### config.mk
export PLATFORM = sky130hd
export DESIGN_NAME = matmul_share_arbiter
export DESIGN_NICKNAME = d
export VERILOG_FILES = /design/src/rtl/matmul_share_arbiter.sv
export SDC_FILE = /design/constraint.sdc
export NUM_CORES = 1
export LEC_CHECK = 0
export CAP_MARGIN = 5
export CORE_AREA = 3 3 70 72
export DETAILED_ROUTE_END_ITERATION = 12
export DIE_AREA = 0 0 73 75
export PLACE_DENSITY_LB_ADDON = 0.1
export SLEW_MARGIN = 20
export SYNTH_ARGS = -nofsm -noshare
export SYNTH_HDL_FRONTEND = slang
export SYNTH_SLANG_ARGS = --single-unit
### constraint.sdc
create_clock -name clk -period 1.55 [get_ports clk]
set_clock_uncertainty 0.1 [all_clocks]
set_input_delay 0.155 -clock clk [delete_from_list [all_inputs] [get_ports clk]]
set_output_delay 0.155 -clock clk [all_outputs]
set_load 0.03 [all_outputs]
### src/rtl/matmul_share_arbiter.sv
// matmul_share_arbiter: round-robin, tile-granular owner scheduler for one shared systolic matmul core
//
// Ports:
//   clk            clock
//   rst_n          synchronous active-low reset
//   i_req          per-requester level request, held until its tile work is finished
//   i_req_last     marks the requester's next tile as the last of its job (sampled in START)
//   i_core_done    accumulate-done level from the core (only its rising edge is used)
//   o_grant        one-hot owner, 0 when idle
//   o_grant_idx    owner index for the datapath mux select
//   o_core_rst_n   active-low flush to the core, low only in FLUSH
//   o_core_start   one-cycle tile start pulse, high only in START
//   o_tile_done    one-cycle pulse to the owner when a tile completes
//   o_job_done     one-cycle pulse to the owner when a last-flagged tile completes
//   o_busy         high whenever the scheduler is not idle
//   o_tiles_total  saturating count of completed tiles
module matmul_share_arbiter #(
    parameter int N_REQ        = 3,
    parameter int MAX_BURST    = 4,
    parameter int FLUSH_CYCLES = 2,
    parameter int TILE_CNT_W   = 8
) (
    input  logic                     clk,
    input  logic                     rst_n,
    input  logic [N_REQ-1:0]         i_req,
    input  logic [N_REQ-1:0]         i_req_last,
    input  logic                     i_core_done,
    output logic [N_REQ-1:0]         o_grant,
    output logic [$clog2(N_REQ)-1:0] o_grant_idx,
    output logic                     o_core_rst_n,
    output logic                     o_core_start,
    output logic [N_REQ-1:0]         o_tile_done,
    output logic [N_REQ-1:0]         o_job_done,
    output logic                     o_busy,
    output logic [TILE_CNT_W-1:0]    o_tiles_total
);
    localparam int IDX_W   = $clog2(N_REQ);
    localparam int BURST_W = $clog2(MAX_BURST + 1);
    localparam int FLUSH_W = $clog2(FLUSH_CYCLES + 1);

    localparam logic [1:0] S_IDLE  = 2'd0;
    localparam logic [1:0] S_FLUSH = 2'd1;
    localparam logic [1:0] S_START = 2'd2;
    localparam logic [1:0] S_RUN   = 2'd3;

    logic [1:0]            r_state;
    logic [N_REQ-1:0]      r_grant;
    logic [IDX_W-1:0]      r_grant_idx;
    logic [IDX_W-1:0]      r_ptr;
    logic [BURST_W-1:0]    r_burst_cnt;
    logic [FLUSH_W-1:0]    r_flush_cnt;
    logic                  r_last_flag;
    logic                  r_core_done_d;
    logic [N_REQ-1:0]      r_tile_done;
    logic [N_REQ-1:0]      r_job_done;
    logic [TILE_CNT_W-1:0] r_tiles_total;

    logic [IDX_W-1:0]      w_win;
    logic                  w_done_rise;
    logic                  w_others;
    logic                  w_burst_ok;
    logic                  w_cont;

    // Walk from the farthest candidate back to ptr+1 so the nearest set bit after ptr wins.
    always_comb begin
        w_win = '0;
        for (int k = N_REQ; k >= 1; k--) begin
            if (i_req[IDX_W'((int'(r_ptr) + k) % N_REQ)]) w_win = IDX_W'((int'(r_ptr) + k) % N_REQ);
        end
    end

    assign w_done_rise = i_core_done & ~r_core_done_d;
    assign w_others    = |(i_req & ~r_grant);
    assign w_burst_ok  = (int'(r_burst_cnt) + 1) < MAX_BURST;
    // Keep the core only while the owner still wants it, its job is not finished,
    // and either the burst budget remains or nobody else is waiting.
    assign w_cont      = i_req[r_grant_idx] & ~r_last_flag & (w_burst_ok | ~w_others);

    always_ff @(posedge clk) begin
        if (!rst_n) begin
            r_state       <= S_IDLE;
            r_grant       <= '0;
            r_grant_idx   <= '0;
            r_ptr         <= IDX_W'(N_REQ - 1);
            r_burst_cnt   <= '0;
            r_flush_cnt   <= '0;
            r_last_flag   <= 1'b0;
            r_core_done_d <= 1'b0;
            r_tile_done   <= '0;
            r_job_done    <= '0;
            r_tiles_total <= '0;
        end else begin
            r_core_done_d <= i_core_done;
            r_tile_done   <= '0;
            r_job_done    <= '0;
            case (r_state)
                S_IDLE: begin
                    if (|i_req) begin
                        r_grant     <= N_REQ'(1) << w_win;
                        r_grant_idx <= w_win;
                        r_burst_cnt <= '0;
                        r_flush_cnt <= '0;
                        r_state     <= S_FLUSH;
                    end
                end
                S_FLUSH: begin
                    r_flush_cnt <= r_flush_cnt + 1'b1;
                    if (r_flush_cnt == FLUSH_W'(FLUSH_CYCLES - 1)) r_state <= S_START;
                end
                S_START: begin
                    r_last_flag <= i_req_last[r_grant_idx];
                    r_state     <= S_RUN;
                end
                S_RUN: begin
                    if (w_done_rise) begin
                        r_tile_done <= r_grant;
                        r_job_done  <= r_last_flag ? r_grant : '0;
                        if (r_tiles_total != '1) r_tiles_total <= r_tiles_total + 1'b1;
                        if (w_cont) begin
                            r_state <= S_START;
                            if (w_burst_ok) r_burst_cnt <= r_burst_cnt + 1'b1;
                        end else begin
                            r_ptr   <= r_grant_idx;
                            r_grant <= '0;
                            r_state <= S_IDLE;
                        end
                    end
                end
                default: r_state <= S_IDLE;
            endcase
        end
    end

    assign o_grant       = r_grant;
    assign o_grant_idx   = r_grant_idx;
    assign o_core_rst_n  = r_state != S_FLUSH;
    assign o_core_start  = r_state == S_START;
    assign o_tile_done   = r_tile_done;
    assign o_job_done    = r_job_done;
    assign o_busy        = r_state != S_IDLE;
    assign o_tiles_total = r_tiles_total;
endmodule

* Word-level counts from Yosys, hierarchy flattened
Cells that the tools add are included.
** Word-level totals
- Output and inout port bits :: 22
- Register bits after elaboration :: 30
- Logic and storage cells :: 96
- Input bits :: 9
** Cells by class
- Magnitude comparators :: 5
- Bitwise operators :: 10
- Add/subtract/negate cells :: 7
- Muxes and demuxes :: 32
- Divide/modulo/power cells :: 3
- Shift-type cells :: 1
- Equal/unequal tests :: 12
- Reductions and logical operators :: 15
** Operators with widths (count)
- remainder unit 32 x 3 -> 32 bit, second input constant :: 3
- two-way mux 3 bit :: 7
- two-way mux 2 bit :: 8
- < comparator 2 x 4 -> 1 bit, second input constant :: 3
- inequality test 2 bit, second input constant :: 6
- one-hot mux 3 bit (2 select lines) :: 2
- AND reduction 3 bit :: 4
- binary-select mux 1 bit (select 2 bit) :: 5
- adder 8 x 1 -> 8 bit, second input constant :: 1
- two-way mux 1 bit :: 8
- inequality test 8 bit, second input constant :: 1
- one-hot mux 2 bit (4 select lines) :: 1
- AND reduction 4 bit :: 2
- adder 2 x 2 -> 3 bit, second input constant :: 2
- nonzero test 2 bit :: 3
- OR reduction 3 bit :: 2
- AND reduction 5 bit :: 1
- adder 3 x 1 -> 4 bit, second input constant :: 1
- == test 2 x 1 -> 1 bit, second input constant :: 2
- == test 2 bit, second input constant :: 2
- < comparator 4 x 3 -> 1 bit, second input constant :: 1
- NOT 1 bit :: 4
- one-hot mux 2 bit (2 select lines) :: 1
- AND reduction 2 bit :: 2
- 11 further kinds :: 13

* Logic depth before layout (Yosys ltp)
- Depth after elaboration :: 11
- Gate-level depth with buffers :: 7
- Gate-level depth less buffers :: 7

* Worst setup path after synthesis
Ideal clock, no wire load.
- Path type :: register to register
- Start :: reg r_tiles_total[2] (netlist: o_tiles_total[2])
- End :: reg r_tiles_total[7] (netlist: o_tiles_total[7])
- Required time :: 1.335 ns
- Period minus slack after synthesis :: 1.697 ns
- Stages on the path, launching flop included :: 6
- Data arrival time :: 1.482 ns
- Buffers on the path :: 0
- Setup time :: 0.115 ns
- Path slack :: -0.147 ns
- Path through :: dfxtp_1 > nand3_1 > a311oi_4 > nand2_1 > xnor2_1 > and2_1
** Between the ends
- Longest elaborated chain between the ends :: 2
- Elaborated cells on any way between the ends :: 3
- Those cells by class :: add/sub: 1; eq/ne: 1; reduce/logical: 1
** Ends and longest elaborated chain
- start, declared :: RTL line 56 : logic [TILE_CNT_W-1:0] r_tiles_total;
- start signal, assigned :: RTL line 118 : if (r_tiles_total != '1) r_tiles_total <= r_tiles_total + 1'b1;
- branches (longest 2 deep; another with adder 8 x 1 -> 8 bit)
Parallel ways; which one is timed is not known.
A chain may end at the register's enable or synchronous reset.

* Final worst setup path
- Start :: reg r_ptr[0]
- End :: reg r_grant[1] (netlist: o_grant[1])
** Between the ends
- Longest elaborated chain between the ends :: 11
- Elaborated cells on any way between the ends :: 21
- Those cells by class :: add/sub: 3; div: 3; shift: 1; mux: 14
** Ends and longest elaborated chain
- start, declared :: RTL line 49 : logic [IDX_W-1:0] r_ptr;
- start signal, assigned :: RTL line 84 : r_ptr <= IDX_W'(N_REQ - 1);
- start signal, assigned :: RTL line 123 : r_ptr <= r_grant_idx;
- adder 2 x 2 -> 3 bit :: RTL line 68 : if (i_req[IDX_W'((int'(r_ptr) + k) % N_REQ)]) w_win = IDX_W'((int'(r_ptr) + k) % N_REQ);
- remainder unit 32 x 3 -> 32 bit :: RTL line 68
- binary-select mux 1 bit (select 2 bit) :: RTL line 68
- two-way mux 1 bit (not written as such) (2 in series) :: RTL line 68
- two-way mux 2 bit (2 in series) :: RTL line 68
- two-way mux 2 bit (*) :: RTL line 68
- left shift 1 x 2 -> 3 bit (*) :: RTL line 99 : r_grant <= N_REQ'(1) << w_win;
- two-way mux 3 bit (*) :: RTL line 98 : if (|i_req) begin
- one-hot mux 3 bit (2 select lines) (*) :: RTL line 96 : case (r_state)
- end signal, assigned :: RTL line 99
- end, declared :: RTL line 47 : logic [N_REQ-1:0] r_grant;
Every way passes the cells marked *; elsewhere a longest branch is shown, timed or not. The select of a mux whose other input is x is not followed.

==> impl_table.tex <==
\begin{tabular}{lr}
\hline
Metric & Value \\
\hline
\multicolumn{2}{l}{\textbf{Worst setup path}} \\
\quad Cell with the biggest individual delay on the critical path & sky130\_fd\_sc\_hd\_\_dfxtp\_4 \\
\quad Bufs and invs on worst path & 1 \\
\quad Worst-path cell chain & inv\_2 > ha\_4 > mux2i\_1 > nor2\_1 > o22a\_2 > nand3\_2 > o22ai\_1 \\
\quad Crit path arrival time & 1.65 ns \\
\quad Worst setup SP type & flip-flop \\
\quad Launch instance of the worst register-to-register path & r\_ptr[0] \\
\quad Launching instance or port of the critical path & r\_ptr[0] \\
\quad Largest fanout of any net on the critical path & 7 \\
\quad Cells on worst reg2reg path & 7 \\
\quad Endpoint of the most critical register-to-register path & o\_grant[1] \\
\quad Family with the most delay on the worst path & flip-flops \\
\quad Kind of end point of the critical path & flip-flop \\
\quad Endpoint required time on the critical path & 1.61 ns \\
\quad Flop2flop setup slack & -0.04 ns \\
\quad Worst path max stage delay & 0.37 ns \\
\quad Worst Setup Path Type & flip-flop to flip-flop \\
\multicolumn{2}{l}{\textbf{Route}} \\
\quad Via count & 1369 \\
\quad Post-route DRC & 0 \\
\quad Wire per inst & 13.9 um \\
\quad Number of iterations in the first detailed-routing pass & 4 \\
\quad First-iteration detailed-routing DRC count & 107 \\
\quad Total length of routed wires & 3.78 mm \\
\quad Post-DR vias/cell & 5.03 \\
\quad Final ANT Viol Nets & 0 \\
\multicolumn{2}{l}{\textbf{STA}} \\
\quad RSZ-0062 raised after global routing & yes \\
\quad Fin Hold WS & 0.372 ns \\
\quad Slew at the pin closest to its max-slew limit & 0.369 ns \\
\quad Number of setup violations in the final report & 4 \\
\quad Post-route clock period utilization & 103\% \\
\quad Tightest slew margin relative to the limit & 75.3\% \\
\quad Worst Setup Slack, final & -0.0415 ns \\
\quad Fmax & 628 MHz \\
\quad Shortest clock period the worst path allows after layout & 1.59 ns \\
\quad Count of pins over their slew limit & 0 \\
\quad Count of final hold-check violations & 0 \\
\multicolumn{2}{l}{\textbf{Run}} \\
\quad Number of max-cap violations & 0 \\
\multicolumn{2}{l}{\textbf{Die}} \\
\quad I/O pin total & 31 \\
\quad Num rows & 24 \\
\quad Die width & 73 um \\
\quad Die H & 75 um \\
\quad Total Die Area & 5480 um2 \\
\quad Initial Utilization & 34.9\% \\
\quad Area of the placeable core & 4350 um2 \\
\multicolumn{2}{l}{\textbf{Logic synthesis}} \\
\quad Sequential fraction of the synthesis area & 39.5\% \\
\quad Asr flop ratio synth & 0\% \\
\quad Number of distinct standard cells referenced by the synthesized netlist & 44 \\
\quad Cell count after synthesis & 164 \\
\quad Syn Nets & 179 \\
\quad Post-synthesis cell type with the largest combined area & sky130\_fd\_sc\_hd\_\_dfxtp\_1 \\
\quad Mean area per synthesized cell & 9.28 um2 \\
\quad Leading cell types by count after synthesis & 30 x sky130\_fd\_sc\_hd\_\_dfxtp\_1, 17 x sky130\_fd\_sc\_hd\_\_nor2\_1, 16 x sky130\_fd\_sc\_hd\_\_nand2\_1 \\
\quad Seq cells post-synth & 30 \\
\quad Synthesis warning total & 0 \\
\quad Dominant cell by count in the synthesized netlist & sky130\_fd\_sc\_hd\_\_dfxtp\_1 \\
\quad Post-synth design cell area & 1520 um2 \\
\quad Predominant post-synthesis flop cell & sky130\_fd\_sc\_hd\_\_dfxtp\_1 \\
\quad Biggest area contributors in the synthesized netlist & sky130\_fd\_sc\_hd\_\_dfxtp\_1 39\%, sky130\_fd\_sc\_hd\_\_ha\_1 4.9\%, sky130\_fd\_sc\_hd\_\_nor2\_1 4.2\% \\
\quad Number of flops mapped to enable cells by yosys & 0 \\
\quad Area share of the leading cell type in the synthesized netlist & 39.5\% \\
\multicolumn{2}{l}{\textbf{Placed design}} \\
\quad Hpwl dp & 2.84 mm \\
\quad Port-buffer cells & 30 \\
\quad DP Area & 2040 um2 \\
\quad Routability congestion estimate & 0.816 \\
\multicolumn{2}{l}{\textbf{Clock network}} \\
\quad Cts bufs inserted & 5 \\
\quad Clock latency on the worst-skew pair & 0.28 ns \\
\quad Clock sink count & 30 \\
\quad Clock transition at the registers of the reported paths & 0.07 ns \\
\quad CTS Root Cell & sky130\_fd\_sc\_hd\_\_clkbuf\_8 \\
\quad H-tree levels & 2 \\
\quad Maximum buffer depth of the clock tree & 2 \\
\quad Count of hold buffers inserted by post-cts repair & 0 \\
\quad Clock tree from TritonCTS & built \\
\multicolumn{2}{l}{\textbf{Finish}} \\
\quad Fraction of layout instances using a drive strength above 1 & 36.8\% \\
\quad Layout overhead on the synthesized area & 47.0\% \\
\quad Number of nets in the layout & 234 \\
\quad Design Area, Final & 2240 um2 \\
\quad Final antenna diode count & 0 \\
\quad Sequential cell area & 624 um2 \\
\quad Multi-input combinational cell area & 973 um2 \\
\quad Fill count & 403 \\
\quad Final core area utilization & 51.4\% \\
\multicolumn{2}{l}{\textbf{Power and ir drop}} \\
\quad Maximum vdd drop & 0.000544 V \\
\quad Leakage power summed over all cells & 0.965 nW \\
\quad Cell Pwr Density & 805 nW/um2 \\
\multicolumn{2}{l}{\textbf{Min path}} \\
\quad Hold Crit Depth & 2 \\
\quad Worst Hold Path EP & r\_burst\_cnt[2] \\
\quad Class of the tightest hold or removal check & flip-flop to flip-flop \\
\quad Hold path start & r\_burst\_cnt[2] \\
\multicolumn{2}{l}{\textbf{Global route}} \\
\quad Largest net degree at the start of global routing & 13 \\
\quad Sum of overflow across all layers after global routing & 0 \\
\quad Global-route wire length before repair & 6.27 mm \\
\quad Number of antenna violations at the first check in global routing & 0 \\
\quad Via count of the first global-routing pass & 1405 \\
\quad Global Route Usage Sum & 15.0\% \\
\multicolumn{2}{l}{\textbf{Run status}} \\
\quad Violated checks & setup timing \\
\quad Result of the run & finished, violations left \\
\hline
\end{tabular}
## cell type report
cell class / instances / area share, %
Clock buffer: 6 / 3.69
Multi-Input combinational cell: 123 / 43.5
Tap cell: 52 / 2.91
Clock inverter: 2 / 0.559
Sequential cell: 30 / 27.9
Inverter: 7 / 1.17
Timing Repair Buffer: 52 / 20.2
## worst reg2reg max path: stages, from the launching register on
cell	delay, ns
sky130_fd_sc_hd__dfxtp_4	0.37
sky130_fd_sc_hd__inv_2	0.05
sky130_fd_sc_hd__ha_4	0.30
sky130_fd_sc_hd__mux2i_1	0.19
sky130_fd_sc_hd__nor2_1	0.06
sky130_fd_sc_hd__o22a_2	0.23
sky130_fd_sc_hd__nand3_2	0.10
sky130_fd_sc_hd__o22ai_1	0.07
## cell families after synthesis
kind of cell | count (synthesis) | share of synthesized area [%]
XOR/XNOR | 7 | 4.03
adder cells (fa/ha/maj) | 6 | 4.93
AND/OR/NAND/NOR | 71 | 25.6
multiplexers | 5 | 3.29
AO/OA/AOI/OAI | 34 | 19.2
flip-flops | 30 | 39.5
buffers and inverters | 11 | 3.45
## repair_timing
action | 4_1_cts | 5_1_grt
pin swaps | 5 | 5
endpoints found under the hold margin | 0 | 0
setup endpoints to repair | 24 | 18
gates resized for setup | 32 | 13
buffers inserted | 1 | 1
## power breakdown
| part | internal [mW] | switching, mW | leakage [nW] |
|---|---|---|---|
| sequential | 0.792 | 0.0340 | 0.250 |
| clock | 0.356 | 0.308 | 0.0472 |
| combinational | 0.148 | 0.162 | 0.668 |
## sequential cells by signal, indices dropped and copies added, names as in the netlist
name / count
o_tiles_total: 8
r_core_done_d: 1
r_burst_cnt: 3
o_tile_done: 3
r_state: 2
o_job_done: 3
r_last_flag: 1
r_flush_cnt: 2
o_grant: 3
o_grant_idx: 2
r_ptr: 2
## worst max-delay path by stage
stage                  endpoint  depth (start not counted)  slack (ns)
2_1_floorplan  o_tiles_total[7]                          5       -0.03
3_3_place_gp         o_grant[2]                          6       -0.27
3_5_place_dp         o_grant[2]                          6       -0.27
4_1_cts              o_grant[2]                          6       -0.03
5_1_grt              o_grant[2]                          6       -0.12
6_report             o_grant[1]                          7       -0.04
## layout by cell type, fill, tap and decap left out, types with 3 or more instances in the layout
cell	netlist	layout
sky130_fd_sc_hd__a21oi_1	8	6
sky130_fd_sc_hd__and2_1	7	6
sky130_fd_sc_hd__and3_1	5	5
sky130_fd_sc_hd__buf_4	1	24
sky130_fd_sc_hd__clkbuf_8	0	6
sky130_fd_sc_hd__clkdlybuf4s50_1	0	11
sky130_fd_sc_hd__dfxtp_1	30	15
sky130_fd_sc_hd__dfxtp_2	0	13
sky130_fd_sc_hd__dlygate4sd2_1	0	13
sky130_fd_sc_hd__dlymetal6s2s_1	0	3
sky130_fd_sc_hd__inv_1	6	5
sky130_fd_sc_hd__mux2i_1	5	5
sky130_fd_sc_hd__nand2_1	16	16
sky130_fd_sc_hd__nand2b_1	3	3
sky130_fd_sc_hd__nand3_1	7	6
sky130_fd_sc_hd__nor2_1	17	15
sky130_fd_sc_hd__nor2_2	1	3
sky130_fd_sc_hd__nor3_1	3	3
sky130_fd_sc_hd__o21ai_0	4	4
sky130_fd_sc_hd__xnor2_1	5	5
## metrics by stage
stage	power [mW]	worst slack [ns]	instances	setup TNS, ns
6_report	1.80	-0.0415	272	-0.128
5_1_grt	1.88	-0.124	272	-0.553
3_3_place_gp	1.14	-0.272	262	-3.49
2_1_floorplan	1.02	-0.0343	164	-0.0343
4_1_cts	1.81	-0.0304	271	-0.0737
3_5_place_dp	1.14	-0.266	262	-4.10
## layer usage
metal,vias to the layer above,part of all wire (%),track usage (%)
li1,692,-,-
met1,644,42,17.2
met2,29,53,26.7
met3,4,4.8,4.54
met4,0,0.95,4.92
met5,-,0,0
Note: power is estimated with default switching activity, not from simulation.
